<file path="config.mk">
export PLATFORM = sky130hd
export DESIGN_NAME = mode_power_ramp
export DESIGN_NICKNAME = d
export VERILOG_FILES = /design/src/rtl/mode_power_pkg.sv /design/src/rtl/mode_power_ramp_popcount.sv /design/src/rtl/mode_power_ramp.sv
export SDC_FILE = /design/constraint.sdc
export NUM_CORES = 1
export LEC_CHECK = 0
export ABC_AREA = 1
export ABC_CLOCK_PERIOD_IN_PS = 3600
export BUFFER_PORTS_ARGS = -buffer_cell sky130_fd_sc_hd__buf_2
export CAP_MARGIN = 25
export CORE_MARGIN = 4
export CORE_UTILIZATION = 52
export CTS_BUF_LIST = sky130_fd_sc_hd__clkbuf_4
export DETAILED_ROUTE_END_ITERATION = 12
export PLACE_DENSITY = 0.73
export SLEW_MARGIN = 20
export SYNTH_ARGS = -nofsm -noshare
export SYNTH_HDL_FRONTEND = slang
export SYNTH_SLANG_ARGS = --single-unit
</file>
<file path="constraint.sdc">
create_clock -name clk -period 3.6 [get_ports clk]
set_clock_uncertainty 0.15 [all_clocks]
set_input_delay 0.18 -clock clk [delete_from_list [all_inputs] [get_ports clk]]
set_output_delay 0.18 -clock clk [all_outputs]
set_load 0.1 [all_outputs]
</file>
<file path="src/rtl/mode_power_pkg.sv">
// Shared state encoding and sizing helpers for the mode/power ramp block.
// Default-configuration constants are kept here; instances derive their own from parameters.
package mode_power_pkg;

  typedef enum logic [1:0] {
    IDLE      = 2'd0,
    RAMP_UP   = 2'd1,
    RAMP_DOWN = 2'd2,
    DONE      = 2'd3
  } state_t;

  localparam int DEF_POW_W    = 4;
  localparam int DEF_RAMP_DIV = 4;
  localparam int DEF_PMAX     = (2 ** DEF_POW_W) - 1;
  localparam int DEF_CNT_W    = $clog2(DEF_RAMP_DIV + 1);

  function automatic int pmax_of(input int pow_w);
    return (2 ** pow_w) - 1;
  endfunction

  function automatic int cnt_w_of(input int ramp_div);
    return $clog2(ramp_div + 1);
  endfunction

endpackage

</file>
<file path="src/rtl/mode_power_ramp_popcount.sv">
// Combinational population count of an IN_W-bit field, saturated to the
// largest value representable in OUT_W bits.
module popcount_sat #(
  parameter int IN_W  = 7,
  parameter int OUT_W = 4
) (
  input  logic [IN_W-1:0]  in_bits,
  output logic [OUT_W-1:0] sat_out
);

  localparam int CW = $clog2(IN_W + 1);
  localparam int MW = (CW > OUT_W) ? CW : OUT_W;

  // Prefix-sum chain; CW bits always holds IN_W so the count never wraps.
  logic [CW-1:0] psum [0:IN_W];

  assign psum[0] = '0;

  generate
    for (genvar gi = 0; gi < IN_W; gi++) begin : g_sum
      assign psum[gi+1] = psum[gi] + CW'(in_bits[gi]);
    end
  endgenerate

  logic [MW-1:0] count_ext;
  logic [MW-1:0] limit_ext;

  assign count_ext = MW'(psum[IN_W]);
  assign limit_ext = MW'({OUT_W{1'b1}});
  assign sat_out   = (count_ext > limit_ext) ? {OUT_W{1'b1}} : OUT_W'(psum[IN_W]);

endmodule

</file>
<file path="src/rtl/mode_power_ramp.sv">
// Decodes a channel configuration word into mode + target power and drives a
// registered power level toward it, either directly or one step per RAMP_DIV cycles.
module mode_power_ramp
  import mode_power_pkg::*;
#(
  parameter int CONF_W   = 8,
  parameter int POW_W    = 4,
  parameter int RAMP_DIV = 4
) (
  input  logic              clk,
  input  logic              rst_n,
  input  logic [CONF_W-1:0] chs_conf,
  input  logic              conf_valid,
  output logic              conf_ready,
  input  logic              force_off,
  output logic [POW_W-1:0]  chs_power,
  output logic              chs_mode,
  output logic              power_done
);

  localparam int PMAX  = pmax_of(POW_W);
  localparam int CNT_W = cnt_w_of(RAMP_DIV);

  localparam logic [POW_W-1:0] PMAX_V    = POW_W'(PMAX);
  localparam logic [POW_W-1:0] ONE_P     = POW_W'(1);
  localparam logic [CNT_W-1:0] CNT_LAST  = CNT_W'(RAMP_DIV - 1);
  localparam logic [CNT_W-1:0] ONE_C     = CNT_W'(1);

  state_t             state_reg,  state_next;
  logic [POW_W-1:0]   power_reg,  power_next;
  logic [POW_W-1:0]   target_reg, target_next;
  logic [CNT_W-1:0]   cnt_reg,    cnt_next;
  logic               mode_reg,   mode_next;

  logic               conf_mode;
  logic [POW_W-1:0]   req;

  assign conf_mode = chs_conf[CONF_W-1];

  popcount_sat #(
    .IN_W  (CONF_W - 1),
    .OUT_W (POW_W)
  ) u_popcount (
    .in_bits (chs_conf[CONF_W-2:0]),
    .sat_out (req)
  );

  assign conf_ready = (state_reg == IDLE) && !force_off;
  assign chs_power  = power_reg;
  assign chs_mode   = mode_reg;
  assign power_done = (state_reg == DONE);

  always_ff @(posedge clk or negedge rst_n) begin
    if (!rst_n) begin
      state_reg  <= IDLE;
      power_reg  <= '0;
      target_reg <= '0;
      cnt_reg    <= '0;
      mode_reg   <= 1'b0;
    end else begin
      state_reg  <= state_next;
      power_reg  <= power_next;
      target_reg <= target_next;
      cnt_reg    <= cnt_next;
      mode_reg   <= mode_next;
    end
  end

  always_comb begin
    state_next  = state_reg;
    power_next  = power_reg;
    target_next = target_reg;
    cnt_next    = cnt_reg;
    mode_next   = mode_reg;

    if (force_off) begin
      // Emergency off wins over any handshake or ramp; mode is deliberately kept.
      state_next  = IDLE;
      power_next  = '0;
      target_next = '0;
      cnt_next    = '0;
    end else begin
      case (state_reg)
        IDLE: begin
          if (conf_valid) begin
            mode_next   = conf_mode;
            target_next = req;
            cnt_next    = '0;
            if (req == power_reg) begin
              state_next = DONE;
            end else if (!conf_mode) begin
              power_next = req;
              state_next = DONE;
            end else if (req > power_reg) begin
              state_next = RAMP_UP;
            end else begin
              state_next = RAMP_DOWN;
            end
          end
        end

        RAMP_UP: begin
          if (power_reg == target_reg || power_reg == PMAX_V) begin
            state_next = DONE;
          end else if (cnt_reg == CNT_LAST) begin
            cnt_next   = '0;
            power_next = power_reg + ONE_P;
            if (power_reg + ONE_P == target_reg) begin
              state_next = DONE;
            end
          end else begin
            cnt_next = cnt_reg + ONE_C;
          end
        end

        RAMP_DOWN: begin
          if (power_reg == target_reg || power_reg == '0) begin
            state_next = DONE;
          end else if (cnt_reg == CNT_LAST) begin
            cnt_next   = '0;
            power_next = power_reg - ONE_P;
            if (power_reg - ONE_P == target_reg) begin
              state_next = DONE;
            end
          end else begin
            cnt_next = cnt_reg + ONE_C;
          end
        end

        default: begin
          state_next = IDLE;
        end
      endcase
    end
  end

endmodule
</file>
After elaboration in Yosys (flattened, before gate mapping)
Index checks and enable logic that the tools add are counted.
{"block": "word_totals", "ff_bits": 14, "input_bits": 12, "output_inout_bits": 7, "word_cells": 82}
{"block": "op_classes", "n_addsub": 9, "order_cmp": 2, "eq_ne": 20, "muxes": 31, "n_bitwise": 1, "reduce_logical": 14}
{"operator": "$mux W4", "n": 12}
{"operator": "$mux W2", "n": 11}
{"operator": "$ne A3 B3 Y1 const B", "n": 7}
{"operator": "$eq A4 B4 Y1", "n": 4}
{"operator": "$ne A4 B4 Y1 const B", "n": 4}
{"operator": "$add A3 B1 Y3", "n": 5}
{"operator": "$mux W3", "n": 5}
{"operator": "$pmux W4 S3", "n": 1}
{"operator": "$pmux W3 S3", "n": 1}
{"operator": "$reduce_and A8 Y1", "n": 1}
{"operator": "$pmux W2 S3", "n": 1}
{"operator": "$reduce_and A5 Y1", "n": 1}
{"operator": "$add A4 B1 Y4 const B", "n": 1}
{"operator": "$eq A2 B2 Y1 const B", "n": 2}
{"operator": "$eq A4 B4 Y1 const B", "n": 1}
{"operator": "$gt A3 B4 Y1 const B", "n": 1}
{"operator": "$gt A4 B4 Y1", "n": 1}
{"operator": "$logic_not A4 Y1", "n": 1}
{"operator": "$reduce_and A4 Y1", "n": 1}
{"operator": "$reduce_bool A2 Y1", "n": 2}
{"operator": "$reduce_bool A4 Y1", "n": 1}
{"operator": "$sub A4 B1 Y4 const B", "n": 1}
{"operator": "$add A3 B1 Y3 const B", "n": 1}
{"operator": "$eq A3 B2 Y1 const B", "n": 1}
{"operator": "9 further kinds", "n": 10}

Depth between registers and ports, before layout
{"block": "depth", "ltp_word": 15, "depth_mapped": 18, "ltp_nobuf": 18}

Modules after synthesis
A second synthesis with hierarchy kept.
{"block": "unflattened", "hier_cells": 225, "hier_area_um2": 1431.4}
{"mod": "mode_power_ramp", "instances": 1, "cells_per_inst": 211, "area_per_inst_um2": 1310.0, "seq_area_each_um2": 350.3}
{"mod": "popcount_sat", "instances": 1, "cells_per_inst": 14, "area_per_inst_um2": 121.4, "seq_area_each_um2": 0.0}

Worst setup path after synthesis
No wires, ideal clock.
{"block": "synth_timing", "path_type": "input to register", "start": "in chs_conf[2]", "end": "reg power_reg[0] (netlist: chs_power[0])", "setup_ps": 123, "t_arrival_ps": 3055, "t_required_ps": 3327, "slack_ps": 272, "path_stages": 17, "n_path_buf": 0, "path_cell_list": "fa_1 > inv_1 > fa_1 > inv_1 > ha_1 > fa_1 > xnor2_1 > inv_1 > ha_1 > nand2_1 > nor2_1 > nor2_2 > nor2_1 > a21oi_2 > nand3_2 > nand2_1 > nand2_1"}
{"block": "synth_between", "elab_chain_len": 12, "word_cells_on_any_way": 15, "cone_classes": "5 x add/sub; 1 x order compare; 2 x eq/ne; 6 x mux; 1 x reduce/logical"}
{"element": "start, declared", "line_no": "mode_power_ramp.sv:12", "source": "input logic [CONF_W-1:0] chs_conf,"}
{"element": "$add A3 B1 Y3 (*) (5 in a row)", "line_no": "mode_power_ramp_popcount.sv:21", "source": "assign psum[gi+1] = psum[gi] + CW'(in_bits[gi]);"}
{"element": "$gt A3 B4 Y1", "line_no": "mode_power_ramp_popcount.sv:30", "source": "assign sat_out = (count_ext > limit_ext) ? {OUT_W{1'b1}} : OUT_W'(psum[IN_W]);"}
{"element": "$mux W4 (*)", "line_no": "mode_power_ramp_popcount.sv:30"}
{"element": "$mux W4", "line_no": "mode_power_ramp.sv:91", "source": "end else if (!conf_mode) begin"}
{"element": "$mux W4", "line_no": "mode_power_ramp.sv:89", "source": "if (req == power_reg) begin"}
{"element": "$mux W4", "line_no": "mode_power_ramp.sv:85", "source": "if (conf_valid) begin"}
{"element": "$pmux W4 S3", "line_no": "mode_power_ramp.sv:83", "source": "case (state_reg)"}
{"element": "$mux W4", "line_no": "mode_power_ramp.sv:76", "source": "if (force_off) begin"}
{"element": "end signal, assigned", "line_no": "mode_power_ramp.sv:62", "source": "power_reg <= power_next;"}
{"element": "end, declared", "line_no": "mode_power_ramp.sv:30", "source": "logic [POW_W-1:0] power_reg, power_next;"}
Every way passes the cells marked *; elsewhere a longest branch is shown, timed or not. The select of a mux whose other input is x is not followed.
A chain may end at the register's enable or synchronous reset.

Worst setup path in the final report
Same ends and word-level chain as after synthesis.

==> metrics.txt <==
most common cell in the netlist nand2_1; Root Driver clkbuf_4; register area ~330 µm²; number of global-route vias before repair between 1,000 and 1,500; Ys Warns 0; Mean Syn Cell Area ~6.7 µm²; initial core utilization 53.7%; Rel. slew slack 67.8%; # fillers about 290; gate count after technology mapping around 220; Tightest Pin Transition ~500 ps; total core area 2730 µm²; Max-Cap Viols 0; antenna viol nets, final 0; Inserted Clock Buffers 3; cell taking the most area after synthesis dfrtp_1; Async SR Flop Fraction 100%; IO Port Bufs 18; post-DR vias/cell ~5.2; crit path launch type input pin; first-pass GRT wire length between 5000 and 6000 µm; worst hold path class in -> reg; largest net degree at the start of global routing 14; Area contributors post-synth dfrtp_1 (22%), nand2_1 (17%), ha_1 (11%), inv_1 (7.9%), nand3_1 (7.2%); total grt overflow 0; area of the multi-input gates between 900 and 1000 µm²; CP Capture Type flop; reg2reg start chs_power[0]; Post-CTS Setup Bufs 0; Crit Path Max Fanout 5; later-pin clock latency in the skew report ~290 ps; Max Clock Freq 307 MHz; ys flop type dfrtp_1; share of the synthesized area in the top cell type between 20% and 30%; Post-synth EDFFs 0; Vias roughly 1,400; DRC marker count from the first detailed-route iteration between 70 and 80; number of setup violations in the final report 0; Synth Cell Area roughly 1500 µm²; slowest CP cell fa_1; die width around 61 µm; Worst-path clk slew about 90 ps; minimum hold slack around 51 ps; Top Ports 19; Antenna diodes 0; count of final max-slew check failures 0; Mapped Nets 247; clock buffer depth 2; HPWL Detailed approximately 2800 µm; All-Layer GR Usage slightly above 20%; Final nets around 270; VDD IR max 0.673 mV; antenna violations before repair 0; Hold Path End chs_mode; Critical Path Start chs_conf[2]; Die Ht 61.1 µm; CTS resizes 0; final WL between 3000 and 4000 µm; Area Overhead vs Synth 11.3%; P_leak ~0.00094 µW; register area share after synthesis around 22%; Worst EP arrival ~3300 ps; Final Hold Viols 0; max reg flops 4; DIE AREA around 3700 µm²; Reg2Reg Capture Point state_reg[1]; top cells by count, synth nand2_1 (66), inv_1 (31), nand3_1 (21); CP required 3630 ps; final core utilization between 50% and 60%; drt drc 0; routability cong. about 0.90; max incr delay on CP around 520 ps; reg-to-reg setup timing slack 1500 ps; setup TNS 0 ps; hold path startpoint chs_conf[7]; Unique masters post-synth 26; Top delay family on crit path adder cells; RSZ-0062 raised after global routing no; Crit path buffers/inverters 4; CTS Sinks 13; power per cell area ~840 nW/µm²; status completed; TritonCTS clock tree yes; min Tclk post-route 3260 ps; critical path class in -> reg; floorplan row count 19; Max H-tree Level 1; drt pass-1 iters 4; final cycle utilization of the critical path roughly nine tenths; drt wl/cell approximately 12 µm; critical path, cell by cell buf_2 -> fa_1 -> inv_1 -> fa_1 -> inv_1 -> ha_1 -> fa_1 -> xnor2_1 -> inv_1 -> ha_1 -> nand2_1 -> nor2_1 -> nor2_2 -> nor2_1 -> a21oi_2 -> nand3_2 -> nand2_1 -> nand2_1; post-synthesis register bit count 13; fraction of layout cells with a size suffix above 1 between 20% and 30%; hold depth 3; R2R depth 12
[power breakdown]
part / total, µW / internal [µW] / switching (µW)
logic: 1020 / 315 / 704
registers: 253 / 190 / 63.0
clock network: 105 / 50.7 / 54.2
total: 1380 / 555 / 821
[stage by stage]
step | setup slack [ps] | instances | cell area, µm² | total power (µW)
6_report | 344 | 273 | 1630 | 1380
5_1_grt | 166 | 273 | 1630 | 1520
4_1_cts | 346 | 273 | 1630 | 1380
3_5_place_dp | 27.9 | 268 | 1590 | 1270
3_3_place_gp | 114 | 268 | 1590 | 1250
2_1_floorplan | 272 | 219 | 1470 | 1090
[cells by family (layout without fill, tap and decap cells)]
logic type | Yosys count | count (layout) | synth area share [%]
AO/OA/AOI/OAI | 20 | 20 | 8.70
XOR/XNOR | 1 | 1 | 0.597
adder cells (fa/ha/maj) | 16 | 16 | 15.2
buffers and inverters | 38 | 61 | 10.6
flip-flops | 13 | 13 | 22.2
AND/OR/NAND/NOR | 131 | 131 | 42.8
[worst max-delay path by stage]
stage,end,slack [ps],cells past startpoint
6_report,chs_power[0],340,18
5_1_grt,chs_power[2],170,18
4_1_cts,chs_power[0],350,18
3_5_place_dp,chs_power[2],30,18
3_3_place_gp,chs_power[2],110,18
2_1_floorplan,chs_power[0],270,17
[layer usage]
metal	track usage (%)	vias up	part of all wire [%]
met4	5.57	0	1.0
met3	3.77	4	4.3
met1	30.2	655	49
met2	31.1	31	46
li1	-	740	-
met5	0	-	0
[timing repair]
action	4_1_cts	5_1_grt
endpoints found under the hold margin	13	0
hold buffers	1	0
setup endpoints to repair	0	0
[worst register-to-register path: stages (launching register included)]
cell and delay, ps:
dfrtp_1 540, inv_2 140, ha_1 360, inv_1 70, nand2_1 40, nand2_1 100
inv_1 50, nor2_1 90, nand3_1 80, nand3_1 140, nand3_1 120, nand2_1 70
nand2_1 50
[cell type report]
class | instances | share of cell area, %
sequential | 13 | 19.9
tap | 31 | 2.38
multi-input combinational | 168 | 60.5
inverter | 37 | 8.81
timing repair buffer | 20 | 6.59
clock buffer | 4 | 1.84
[placed cells by master, fill, tap and decap left out, types with 2 or more instances in the layout]
cell type  synthesis  routed
o21ai_2            2       2
nand2_1           66      66
buf_2              0      18
clkbuf_4           0       4
nand2_2            7       7
nand3_1           21      21
o21ai_0            4       4
dfrtp_1           13      13
o22ai_1            2       2
ha_1              13      13
nand4_1            6       6
inv_1             31      31
nand2_4            5       5
nor2_1            19      19
fa_1               3       3
inv_2              5       5
nor2_2             3       3
a21oi_1            9       9
(Power assumes the default switching activity.)
